==> config.mk <==
export PLATFORM = sky130hd
export DESIGN_NAME = uart_msg_sequencer
export DESIGN_NICKNAME = d
export VERILOG_FILES = /design/src/rtl/uart_msg_pkg.sv /design/src/rtl/uart_msg_sequencer_gap_counter.sv /design/src/rtl/uart_msg_sequencer.sv
export SDC_FILE = /design/constraint.sdc
export NUM_CORES = 1
export LEC_CHECK = 0
export CAP_MARGIN = 20
export CORE_MARGIN = 2
export CORE_UTILIZATION = 48
export CTS_CLUSTER_SIZE = 30
export DETAILED_ROUTE_END_ITERATION = 8
export PLACE_DENSITY = 0.79
export SLEW_MARGIN = 20
export SYNTH_ARGS = -nofsm -noshare
export SYNTH_HDL_FRONTEND = slang
export SYNTH_SLANG_ARGS = --single-unit
==> constraint.sdc <==
create_clock -name Clk -period 1.6 [get_ports Clk]
set_input_delay 0.16 -clock Clk [delete_from_list [all_inputs] [get_ports Clk]]
set_output_delay 0.16 -clock Clk [all_outputs]
set_load 0.1 [all_outputs]
==> src/rtl/uart_msg_pkg.sv <==
// uart_msg_pkg: shared types and default constants for the UART message sequencer.
package uart_msg_pkg;

  typedef enum logic [2:0] {
    S_IDLE,
    S_FETCH,
    S_LOAD,
    S_WAIT_RDY,
    S_WAIT_ACK,
    S_END,
    S_GAP,
    S_CKSUM
  } seq_state_t;

  localparam int DEF_DATA_W     = 8;
  localparam int DEF_ADDR_W     = 8;
  localparam int DEF_MSG_LEN    = 16;
  localparam int DEF_GAP_CYCLES = 38_399;

endpackage

==> src/rtl/uart_msg_sequencer_gap_counter.sv <==
// uart_msg_sequencer_gap_counter: up-counter with synchronous clear and enable.
// It raises a terminal-count flag so the sequencer can time the idle gap
// between repeated messages.
module uart_msg_sequencer_gap_counter
  import uart_msg_pkg::*;
#(
  parameter int WIDTH    = 16,
  parameter int TERMINAL = DEF_GAP_CYCLES - 1
) (
  input  logic Clk,
  input  logic Reset,
  input  logic clear,
  input  logic enable,
  output logic tc
);

  logic [WIDTH-1:0] count;

  // Count enabled cycles; clear wins so every gap starts from zero.
  // NOTE: sequential state uses non-blocking (<=) so every flop samples pre-edge values.
  always_ff @(posedge Clk) begin
    if (Reset || clear) begin
      count <= '0;
    end else if (enable) begin
      count <= count + WIDTH'(1);
    end
  end

  assign tc = (count == WIDTH'(TERMINAL));

endmodule

==> src/rtl/uart_msg_sequencer.sv <==
// uart_msg_sequencer: streams a fixed-length message from an external
// synchronous ROM (1-cycle read latency) into a UART transmitter, one word per
// TxEmpty/XMitGo handshake. Supports one-shot or periodic (REPEAT) operation
// with a programmable inter-message gap and Start/Stop/Busy/Done control.
// Optional feature macro: TX_CHECKSUM_EN appends an XOR checksum word to
// every message; when undefined, exactly MSG_LEN words are sent.
module uart_msg_sequencer
  import uart_msg_pkg::*;
#(
  parameter int DATA_W     = DEF_DATA_W,
  parameter int ADDR_W     = DEF_ADDR_W,
  parameter int BASE_ADDR  = 0,
  parameter int MSG_LEN    = DEF_MSG_LEN,
  parameter int REPEAT     = 0,
  parameter int GAP_CYCLES = DEF_GAP_CYCLES
) (
  input  logic              Clk,
  input  logic              Reset,
  input  logic              Start,
  input  logic              Stop,
  input  logic              TxEmpty,
  input  logic [DATA_W-1:0] RomData,
  output logic [ADDR_W-1:0] RomAddr,
  output logic [DATA_W-1:0] TxData,
  output logic              XMitGo,
  output logic              Busy,
  output logic              Done
);

  localparam int                IDX_W     = $clog2(MSG_LEN + 1);
  localparam int                GAP_W     = $clog2(GAP_CYCLES + 1);
  localparam logic [ADDR_W-1:0] BASE      = ADDR_W'(BASE_ADDR);
  localparam logic [IDX_W-1:0]  LAST_IDX  = IDX_W'(MSG_LEN - 1);
  localparam logic              REPEAT_EN = (REPEAT != 0);

  seq_state_t       state, next_state;
  logic [IDX_W-1:0] idx;
  logic             stop_latched;
  logic             gap_tc;

  // Control strobes decoded by the next-state logic.
  logic start_msg;   // rewind idx/address for a fresh message
  logic load_word;   // capture ROM word into TxData
  logic advance;     // step to the next ROM word

`ifdef TX_CHECKSUM_EN
  logic [DATA_W-1:0] cksum_acc;
  logic              cksum_sent;
  logic              load_cksum;
`endif

  uart_msg_sequencer_gap_counter #(
    .WIDTH    (GAP_W),
    .TERMINAL (GAP_CYCLES - 1)
  ) u_gap_counter (
    .Clk    (Clk),
    .Reset  (Reset),
    .clear  (state == S_END),
    .enable (state == S_GAP),
    .tc     (gap_tc)
  );

  // State register; any illegal encoding is steered back to IDLE by the decoder.
  always_ff @(posedge Clk) begin
    if (Reset) begin
      state <= S_IDLE;
    end else begin
      state <= next_state;
    end
  end

  // Next-state and strobe decode.
  // NOTE: every always_comb output gets a default first so no latch is inferred.
  always_comb begin
    next_state = state;
    start_msg  = 1'b0;
    load_word  = 1'b0;
    advance    = 1'b0;
`ifdef TX_CHECKSUM_EN
    load_cksum = 1'b0;
`endif
    case (state)
      S_IDLE: begin
        if (Start) begin
          next_state = S_FETCH;
          start_msg  = 1'b1;
        end
      end
      S_FETCH:    next_state = S_LOAD;
      S_LOAD: begin
        next_state = S_WAIT_RDY;
        load_word  = 1'b1;
      end
      S_WAIT_RDY: begin
        if (TxEmpty) next_state = S_WAIT_ACK;
      end
      S_WAIT_ACK: begin
        // The transmitter took the word once TxEmpty falls.
        if (!TxEmpty) begin
`ifdef TX_CHECKSUM_EN
          if (cksum_sent) begin
            next_state = S_END;
          end else if (idx == LAST_IDX) begin
            next_state = S_CKSUM;
          end else begin
            next_state = S_FETCH;
            advance    = 1'b1;
          end
`else
          if (idx == LAST_IDX) begin
            next_state = S_END;
          end else begin
            next_state = S_FETCH;
            advance    = 1'b1;
          end
`endif
        end
      end
      S_END: begin
        // A Stop arriving in the END cycle itself counts as latched.
        if (!REPEAT_EN || stop_latched || Stop) next_state = S_IDLE;
        else                                    next_state = S_GAP;
      end
      S_GAP: begin
        if (Stop) begin
          next_state = S_IDLE;
        end else if (gap_tc) begin
          next_state = S_FETCH;
          start_msg  = 1'b1;
        end
      end
`ifdef TX_CHECKSUM_EN
      S_CKSUM: begin
        next_state = S_WAIT_RDY;
        load_cksum = 1'b1;
      end
`endif
      default: next_state = S_IDLE;
    endcase
  end

  // Registered outputs, word index and ROM address.
  always_ff @(posedge Clk) begin
    if (Reset) begin
      RomAddr      <= BASE;
      TxData       <= '0;
      XMitGo       <= 1'b0;
      Busy         <= 1'b0;
      Done         <= 1'b0;
      idx          <= '0;
      stop_latched <= 1'b0;
    end else begin
      // Single strobe per word: WAIT_RDY is left on the same edge.
      XMitGo <= (state == S_WAIT_RDY) && TxEmpty;
      Busy   <= (next_state != S_IDLE);
      Done   <= (next_state == S_END);

      if (start_msg) begin
        idx     <= '0;
        RomAddr <= BASE;
      end else if (advance) begin
        idx     <= idx + IDX_W'(1);
        RomAddr <= RomAddr + ADDR_W'(1);
      end

`ifdef TX_CHECKSUM_EN
      if (load_word)       TxData <= RomData;
      else if (load_cksum) TxData <= cksum_acc;
`else
      if (load_word) TxData <= RomData;
`endif

      // Stop is remembered until the sequencer is back in IDLE.
      if (next_state == S_IDLE) stop_latched <= 1'b0;
      else if (Stop)            stop_latched <= 1'b1;
    end
  end

`ifdef TX_CHECKSUM_EN
  // XOR checksum over the ROM words of the current message.
  always_ff @(posedge Clk) begin
    if (Reset) begin
      cksum_acc  <= '0;
      cksum_sent <= 1'b0;
    end else if (start_msg) begin
      cksum_acc  <= '0;
      cksum_sent <= 1'b0;
    end else begin
      if (load_word)  cksum_acc  <= cksum_acc ^ RomData;
      if (load_cksum) cksum_sent <= 1'b1;
    end
  end
`endif

endmodule

* After elaboration in Yosys (flattened, before gate mapping)
Cells that the tools add are included.
Word-level totals: register bits 43
Operators by class: add/subtract/negate cells 3, equality and inequality tests 9, mux-type cells 15, reduce and logical (&&, ||, !) cells 5
Operators by type and width (count):
- 3-bit two-way mux | 6
- 3-bit case mux with 6 select lines | 1
- 16-bit by 1-bit adder with 16-bit output, second input constant | 1
- 16-bit equality test, second input constant | 1
- 3-bit equality test, second input constant | 4
- 8-bit by 1-bit adder with 8-bit output, second input constant | 1
- 1-bit two-way mux | 7
- 3-bit by 2-bit equality test with 1-bit output, second input constant | 2
- 5-bit by 1-bit adder with 5-bit output, second input constant | 1
- 5-bit by 4-bit equality test with 1-bit output, second input constant | 1
- 3-bit by 1-bit equality test with 1-bit output, second input constant | 1
- 3-bit logical NOT | 1
- 3-bit nonzero test | 1
- 1-bit case mux with 2 select lines | 1
- 2-bit OR reduction | 1
- 1-bit logical AND | 1
- 1-bit logical OR | 1

* Longest topological paths before layout
Gate-level depths: netlist (run 1).
depth after elaboration 5, mapped depth 8

* Cells and area by module
From an unflattened synthesis (run 1), not the netlist that was laid out.
Unflattened totals: cells, all modules 219, area total of the unflattened synthesis 2006.9 um^2
Modules (own cells, without submodules):
- uart_msg_sequencer | instances 1, cells an instance 128, area each 1218.7 um^2, seq. area each 540.5 um^2
- uart_msg_sequencer_gap_counter | instances 1, cells an instance 91, area each 788.3 um^2, seq. area each 320.3 um^2

* Least setup slack after synthesis (run 1)
OpenSTA, ideal clock, no wires.
kind register to register, start register idx[0], end register RomAddr[7], data arrival time 1755 ps, setup slack -222 ps, cell stages (with the launch flop) 9, path buffers 1, cells stage by stage dfxtp_1 -> ha_1 -> and3_1 -> ha_1 -> clkbuf_1 -> and3b_1 -> nand4_1 -> xor2_1 -> nor2_1
Between the ends: cells in the longest elaborated chain, start to end 4
Ends and longest elaborated chain:
- start, declared | RTL line uart_msg_sequencer.sv:37 | logic [IDX_W-1:0] idx;
- start signal, assigned | RTL line uart_msg_sequencer.sv:162 | idx <= idx + IDX_W'(1);
- 5-bit by 4-bit equality test with 1-bit output | RTL line uart_msg_sequencer.sv:110 | if (idx == LAST_IDX) begin
- 1-bit two-way mux | RTL line uart_msg_sequencer.sv:110
- 1-bit two-way mux | RTL line uart_msg_sequencer.sv:99 | if (!TxEmpty) begin
- 1-bit two-way mux | RTL line uart_msg_sequencer.sv:82 | case (state)
- end signal, assigned | RTL line uart_msg_sequencer.sv:163 | RomAddr <= RomAddr + ADDR_W'(1);
- end, declared | RTL line uart_msg_sequencer.sv:23 | output logic [ADDR_W-1:0] RomAddr,
No other way between the ends. A chain may end at the register's enable or synchronous reset.

* Worst setup path after layout (run 1)
start register state[1], end register RomAddr[6]
Between the ends: cells in the longest elaborated chain, start to end 3, elaborated cells on any way between the ends 6, those cells by class eq/ne: 2; mux: 2; reduce/logical: 2
Ends and longest elaborated chain:
- start, declared | RTL line uart_msg_sequencer.sv:36 | seq_state_t state, next_state;
- start signal, assigned | RTL line uart_msg_sequencer.sv:68 | state <= next_state;
- 3-bit equality test or 3-bit logical NOT (tied branches) | RTL line uart_msg_sequencer.sv:82
- 1-bit case mux with 2 select lines | RTL line uart_msg_sequencer.sv:82
- 2-bit OR reduction (no line)
Several ways; a longest one is shown, not always the timed one.

==> results.ini, run 1 <==
[run_status]
status = finished, violations left
violations = setup timing

[min_path]
min_path_type = input port to flip-flop

[clock_network]
cts_buffer_depth = 2
cts_sinks = 43
h-tree-depth = 2
postCtsHoldBufs = 0
clock_latency_ns = 0.31
cts_made_buffers = 5
clk_pin_slew_ns = 0.08
cts_root_buf = clkbuf_8
cts_tree = done

[placement]
io_buffers = 31
placedCellCount = 329
dp_slack_ns = -0.155
gp_congestion = 0.801
dp_hpwl_um = 3420
placed_area_um2 = 2810

[floorplan]
core_um2 = 4090
ios = 32
die_x_um = 69.8
num_rows = 23
die-area_um2 = 4880
die_y_um = 69.8
initial_utilization_pct = 50.9

[synth]
synth_area_leaders = dfxtp_1, nor2_1, mux2i_1, xnor2_1, a21oi_1
ys_ff_latch = 43
synth_nets = 251
synth-seq-area-share_pct = 41.4
synth_top_area_share_pct = 41.4
postSynthCellCount = 233
synth_area_um2 = 2080
yosysTopAreaCell = dfxtp_1
ys_types = 46
synth_warnings = 0
syn_avg_cell_area_um2 = 8.93

[finish]
num_antenna_cells = 0
synthToLayoutAreaGrowth_pct = 46.8
final_area_um2 = 3050
drive_above_1_share_pct = 33.6
final_util_pct = 74.7
layout.nets = 309
final_cells = 342

[sta]
fin_setup_tns_ns = -0.0608
min_period_ns = 1.65
finalSetupViolations = 2
slew_headroom_pct = 69.6
fmax_mhz = 606
tightest_slew_ns = 0.456
period_share_pct = 103
grt_setup_unrepaired = yes
report.final.slew_viol_count = 0
fin_hold_ws_ns = 0.474
hold_viol_final = 0
setup_ws_ns = -0.0508
fin_skew_ns = 0.00735

[setup_path]
critical_path_class = flip-flop to flip-flop
critPathMaxFanout = 16
max_stage_delay_ns = 0.46
start_kind = flip-flop
cp-end-kind = flip-flop
cp.arrival_ns = 1.86
required_ns = 1.81
crit_slowest_cell = nor4b_2
crit_chain = buf_6 > nor4b_2 > buf_4 > and4b_1 > xnor2_1 > nor2_1

[global_route]
grt_pass1_vias = 1839
grt_max_degree = 18
track_usage_pct = 20.1
grt_antenna_before_repair = 0
grt_pass1_wl_um = 8060
overflow = 0

[detailed_routing]
drc_errors = 0
dr_total_vias = 1892
drtPass1Iterations = 4
wl_um = 4990
viasPerCell = 5.53
routedWlPerCell_um = 14.6
drt_iter0_markers = 84
ant_nets = 0

[flow_run]
cap_viol_max_count = 0

[power_and_ir_drop]
ir_drop_uv = 627
p_leak_nw = 1.13
finalPower_mw = 2.22
power_density_nw_per_um2 = 728

## metal layers
metal / GRT usage (%) / wire (µm) / up-vias
met5: 0 / 0 / -
met4: 7.48 / 109 / 0
met3: 5.38 / 228 / 13
met2: 33.8 / 2540 / 54
met1: 24.5 / 2110 / 897
li1: - / - / 928
## cell families (layout without fill, tap and decap cells)
family,Yosys count,count (layout),share of synthesized area (%)
AND/OR/NAND/NOR,104,104,28.9
flip-flops,43,43,41.4
AO/OA/AOI/OAI,36,36,10.4
buffers and inverters,18,77,4.33
XOR/XNOR,17,17,7.16
multiplexers,10,10,4.81
adder cells (fa/ha/maj),5,5,3.01
## report_power, final
part | switching [mW] | internal [mW] | leakage, nW
logic | 0.238 | 0.163 | 0.734
clock network | 0.396 | 0.304 | 0.0402
registers | 0.0275 | 1.09 | 0.354
## critical path: cells and delay by family, from the launching register on
kind          cells  cell delay (ns)
simple gates      3             0.70
buf+inv           2             0.38
flops             1             0.36
xor+xnor          1             0.12
## synthesized netlist by cell type (all sizes together)
master   number
and4          3
nand2        14
o211ai        1
nor2         37
a31oi         1
nand4         6
a21o          1
or4           2
and3b         2
nand2b        4
xnor2        10
nand3b        2
inv           6
clkbuf        6
and3          4
mux2i        10
buf           6
nor3b         2
or3           4
or4b          1
a2bb2oi       2
nor3          7
nor4bb        1
o21ai         6
xor2          7
nor4          1
a211oi        1
nand3         9
o21a          2
nor4b         1
o31a          1
or2           2
dfxtp        43
o22ai         1
o31ai         4
ha            5
a21oi        16
and4b         2
## final timing paths
check	slack [ns]	cells after the start	end	startpoint
setup / recovery	-0.05	6	RomAddr[6]	state[1]
hold / removal	0.47	3	TxData[4]	RomData[4]
setup reg to reg	-0.05	6	RomAddr[6]	state[1]
hold reg to reg	0.52	2	u_gap_counter.count[15]	u_gap_counter.count[15]
## placed cells by master (no fill, tap or decap), types with 3 or more instances in the layout
cell	count
buf_12	19
ha_4	4
and4_1	3
nor3_1	4
or3_1	3
o21ai_0	5
clkdlybuf4s50_1	12
clkbuf_8	5
xor2_1	7
a21oi_2	3
nand2_1	14
and3_1	3
nand4_1	6
dfxtp_1	31
o31ai_1	3
nor2_2	3
inv_1	5
a21oi_1	13
buf_6	5
dfxtp_2	12
nor2_1	33
nand2b_1	4
nand3_1	7
buf_4	27
mux2i_1	10
xnor2_1	10
## registers in the layout, summed over array words and instances, names as in the netlist
signal and flops:
state 3, TxData 8, u_gap_counter.count 16, RomAddr 8, XMitGo 1, Done 1, Busy 1, idx 5
## what timing repair did
item                       4_1_cts  5_1_grt
buffers inserted                 0        5
pin swaps                        3       15
setup endpoints to repair        9       21
resized for setup                0       29
gates cloned                     0        0
## layout make-up
type / count / area (µm²)
repair buffers: 63 / 759
flip-flops and latches: 43 / 876
well taps: 50 / 62.6
fillers: 272 / 1030
clock buffers: 5 / 68.8
clock inverters: 3 / 20.0
inverters: 6 / 22.5
multi-input cells: 172 / 1240
Note: power is estimated with default switching activity, not from simulation.
==> run 2, diff against run 1 <==
Settings changed: CORE_UTILIZATION 48 to 37, PLACE_DENSITY 0.79 to 0.65, SKIP_LAST_GASP from default to 1.
==> run 2 against run 1 <==
The run still ends with setup timing left; utilization fell by 17 points; worst hold slack barely moved; clock skew fell by 0.0021 ns; setup slack improved by 0.048 ns; combinational power rose by 4%; critical path depth rose by 1; sequential power barely moved; die area rose by 28%; critical endpoint is now state[0].
==> results.ini, run 2 (same netlist as run 1, synthesis figures left out) <==
[detailed_routing]
routedWlPerCell_um = 13.5  ; was 14.6 µm
drc_errors = 0  ; unchanged
drtPass1Iterations = 4  ; unchanged
wl_um = 4970  ; was 4990 µm
viasPerCell = 5.04  ; was 5.53
drt_iter0_markers = 51  ; was 84
ant_nets = 0  ; unchanged
dr_total_vias = 1855  ; was 1892

[setup_path]
required_ns = 1.83  ; was 1.81 ns
crit_slowest_cell = dfxtp_2  ; was nor4b_2
path_delay_family = simple AND/OR/NAND/NOR gates  ; unchanged
start_kind = flip-flop  ; unchanged
crit_chain = inv_2 > ha_4 > nor4bb_4 > nand4_1 > buf_4 > or3_4 > a21oi_2  ; was buf_6 > nor4b_2 > buf_4 > and4b_1 > xnor2_1 > nor2_1
critical_path_class = flip-flop to flip-flop  ; unchanged
max_stage_delay_ns = 0.33  ; was 0.46 ns
crit_buf_inv = 2  ; unchanged
critPathMaxFanout = 2  ; was 16
cp.arrival_ns = 1.84  ; was 1.86 ns
cp-end-kind = flip-flop  ; unchanged

[finish]
nFillCells = 495  ; was 272
layout.nets = 314  ; was 309
reg_top3 = u_gap_counter.count (16), RomAddr (8), TxData (8)  ; unchanged
synthToLayoutAreaGrowth_pct = 50.7  ; was 46.8%
final_util_pct = 57.3  ; was 74.7%
layout_commonest_cell = buf_4  ; was nor2_1
max_flop_register = u_gap_counter.count  ; unchanged
mostFrequentLayoutCells = buf_4, nor2_1, dfxtp_1, buf_12  ; was nor2_1, dfxtp_1, buf_4, buf_12, nand2_1
drive_above_1_share_pct = 37.5  ; was 33.6%
largest_reg_flops = 16  ; unchanged
final_area_um2 = 3140  ; was 3050 µm²
num_antenna_cells = 0  ; unchanged

[clock_network]
clk_pin_slew_ns = 0.08  ; about the same
postCtsHoldBufs = 0  ; unchanged
cts_sinks = 43  ; unchanged
cts_buffer_depth = 2  ; unchanged
h-tree-depth = 2  ; unchanged
clock_latency_ns = 0.30  ; was 0.31 ns
cts_root_buf = clkbuf_8  ; unchanged
cts_tree = done  ; unchanged
cts_made_buffers = 5  ; unchanged

[floorplan]
die_x_um = 79.0  ; was 69.8 µm
die_y_um = 79.0  ; was 69.8 µm
core_um2 = 5470  ; was 4090 µm²
ios = 32  ; unchanged
num_rows = 27  ; was 23
die-area_um2 = 6240  ; was 4880 µm²
initial_utilization_pct = 38.0  ; was 50.9%

[sta]
report.final.slew_viol_count = 0  ; unchanged
tightest_slew_ns = 0.324  ; was 0.456 ns
hold_viol_final = 0  ; unchanged
fin_skew_ns = 0.00529  ; was 0.00735 ns
slew_headroom_pct = 78.2  ; was 69.6%
fin_setup_tns_ns = -0.00274  ; was -0.0608 ns
grt_setup_unrepaired = yes  ; unchanged
setup_ws_ns = -0.00274  ; was -0.0508 ns
fmax_mhz = 624  ; was 606 MHz
min_period_ns = 1.60  ; was 1.65 ns
period_share_pct = 100  ; was 103%
finalSetupViolations = 1  ; was 2

[run_status]
violations = setup timing  ; unchanged
status = finished, violations left  ; unchanged

[flow_run]
cap_viol_max_count = 0  ; unchanged

[global_route]
grt_util_met1_pct = 20.8  ; was 24.5%
grt_pass1_vias = 1854  ; was 1839
grt_pass1_wl_um = 8320  ; was 8060 µm
gr-usage-met2_pct = 27.6  ; was 33.8%
met3_usage_pct = 5.23  ; was 5.38%
grt_antenna_before_repair = 0  ; unchanged
grt.busiest_layer = met2  ; unchanged
overflow = 0  ; unchanged
track_usage_pct = 16.9  ; was 20.1%
grt_max_degree = 13  ; was 18

[power_and_ir_drop]
power_density_nw_per_um2 = 715  ; was 728 nW/µm²
p_leak_nw = 1.16  ; was 1.13 nW
ir_drop_uv = 598  ; was 627 µV

[placement]
gp_congestion = 0.820  ; was 0.801
placed_area_um2 = 2870  ; was 2810 µm²
io_buffers = 31  ; unchanged
dp_hpwl_um = 3510  ; was 3420 µm
dp_slack_ns = -0.136  ; was -0.155 ns

[min_path]
min_path_type = input port to flip-flop  ; unchanged

## run 2: cell count changes in the layout (fill, tap and decap cells not counted), moves of 2 or more
cell        change
dfxtp_1         -2
buf_4           +8
a21oi_1         -2
nor2_1          -3
clkinvlp_4      -2
buf_6           -3
nor2_2          +2
a21oi_2         +2
## run 2: area by class of cell
| class | count | area, µm² | share of cell area (%) |
|---|---|---|---|
| Clock buffer | 6 | 82.6 | 2.63 |
| Clock inverter | 1 | 5.00 | 0.160 |
| Inverter | 6 | 22.5 | 0.718 |
| Multi-Input combinational cell | 172 | 1270 | 40.5 |
| Sequential cell | 43 | 881 | 28.1 |
| Tap cell | 72 | 90.1 | 2.87 |
| Timing Repair Buffer | 68 | 786 | 25.1 |
## run 2: worst paths after layout
path / start / to / slack [ns] / depth (start not counted)
max: u_gap_counter.count[0] / state[0] / -0.003 / 7
max reg2reg: u_gap_counter.count[0] / state[0] / -0.003 / 7
min reg2reg: idx[4] / idx[4] / 0.50 / 2
min: RomData[5] / TxData[5] / 0.47 / 3
## run 2: power by group
group | internal [mW] | total, mW | switching, mW
sequential | 1.09 | 1.12 | 0.0291
combinational | 0.174 | 0.416 | 0.242
clock | 0.339 | 0.704 | 0.365
total | 1.61 | 2.24 | 0.636
## run 2: routing by layer
layer | share of wire, % | routed length [µm] | vias to the layer above
met5 | 0 | 0 | -
met3 | 4.5 | 225 | 7
met2 | 49 | 2430 | 31
met1 | 45 | 2240 | 882
li1 | - | - | 935
met4 | 1.4 | 68 | 0
## run 2: worst min-delay path, stage by stage
cell	delay [ns]
clkdlybuf4s50_1	0.39
mux2i_1	0.12
nor2_1	0.05
## run 2: per-stage QoR
stage / total power, mW / hold slack (ns) / std cells
after floorplan: 1.38 / 0.307 / 233
after global placement: 1.54 / 0.463 / 355
after detailed placement: 1.54 / 0.478 / 355
after CTS: 2.25 / 0.472 / 365
after global routing: 2.34 / 0.491 / 368
final: 2.24 / 0.474 / 368
## run 2: repair_timing
action,CTS,global route
resized for setup,4,35
pin swaps,2,13
cloned,1,0
buffers inserted,2,3
endpoints found under the setup margin,14,20
==> run 3, diff against run 2 <==
Settings changed: CORE_UTILIZATION 37 to 48, CTS_CLUSTER_SIZE 30 to 28, GPL_ROUTABILITY_DRIVEN from default to 0, PLACE_DENSITY 0.65 to 0.79.
==> results of run 3 <==
The final DEF is identical to that of run 1; final timing and power are the same.
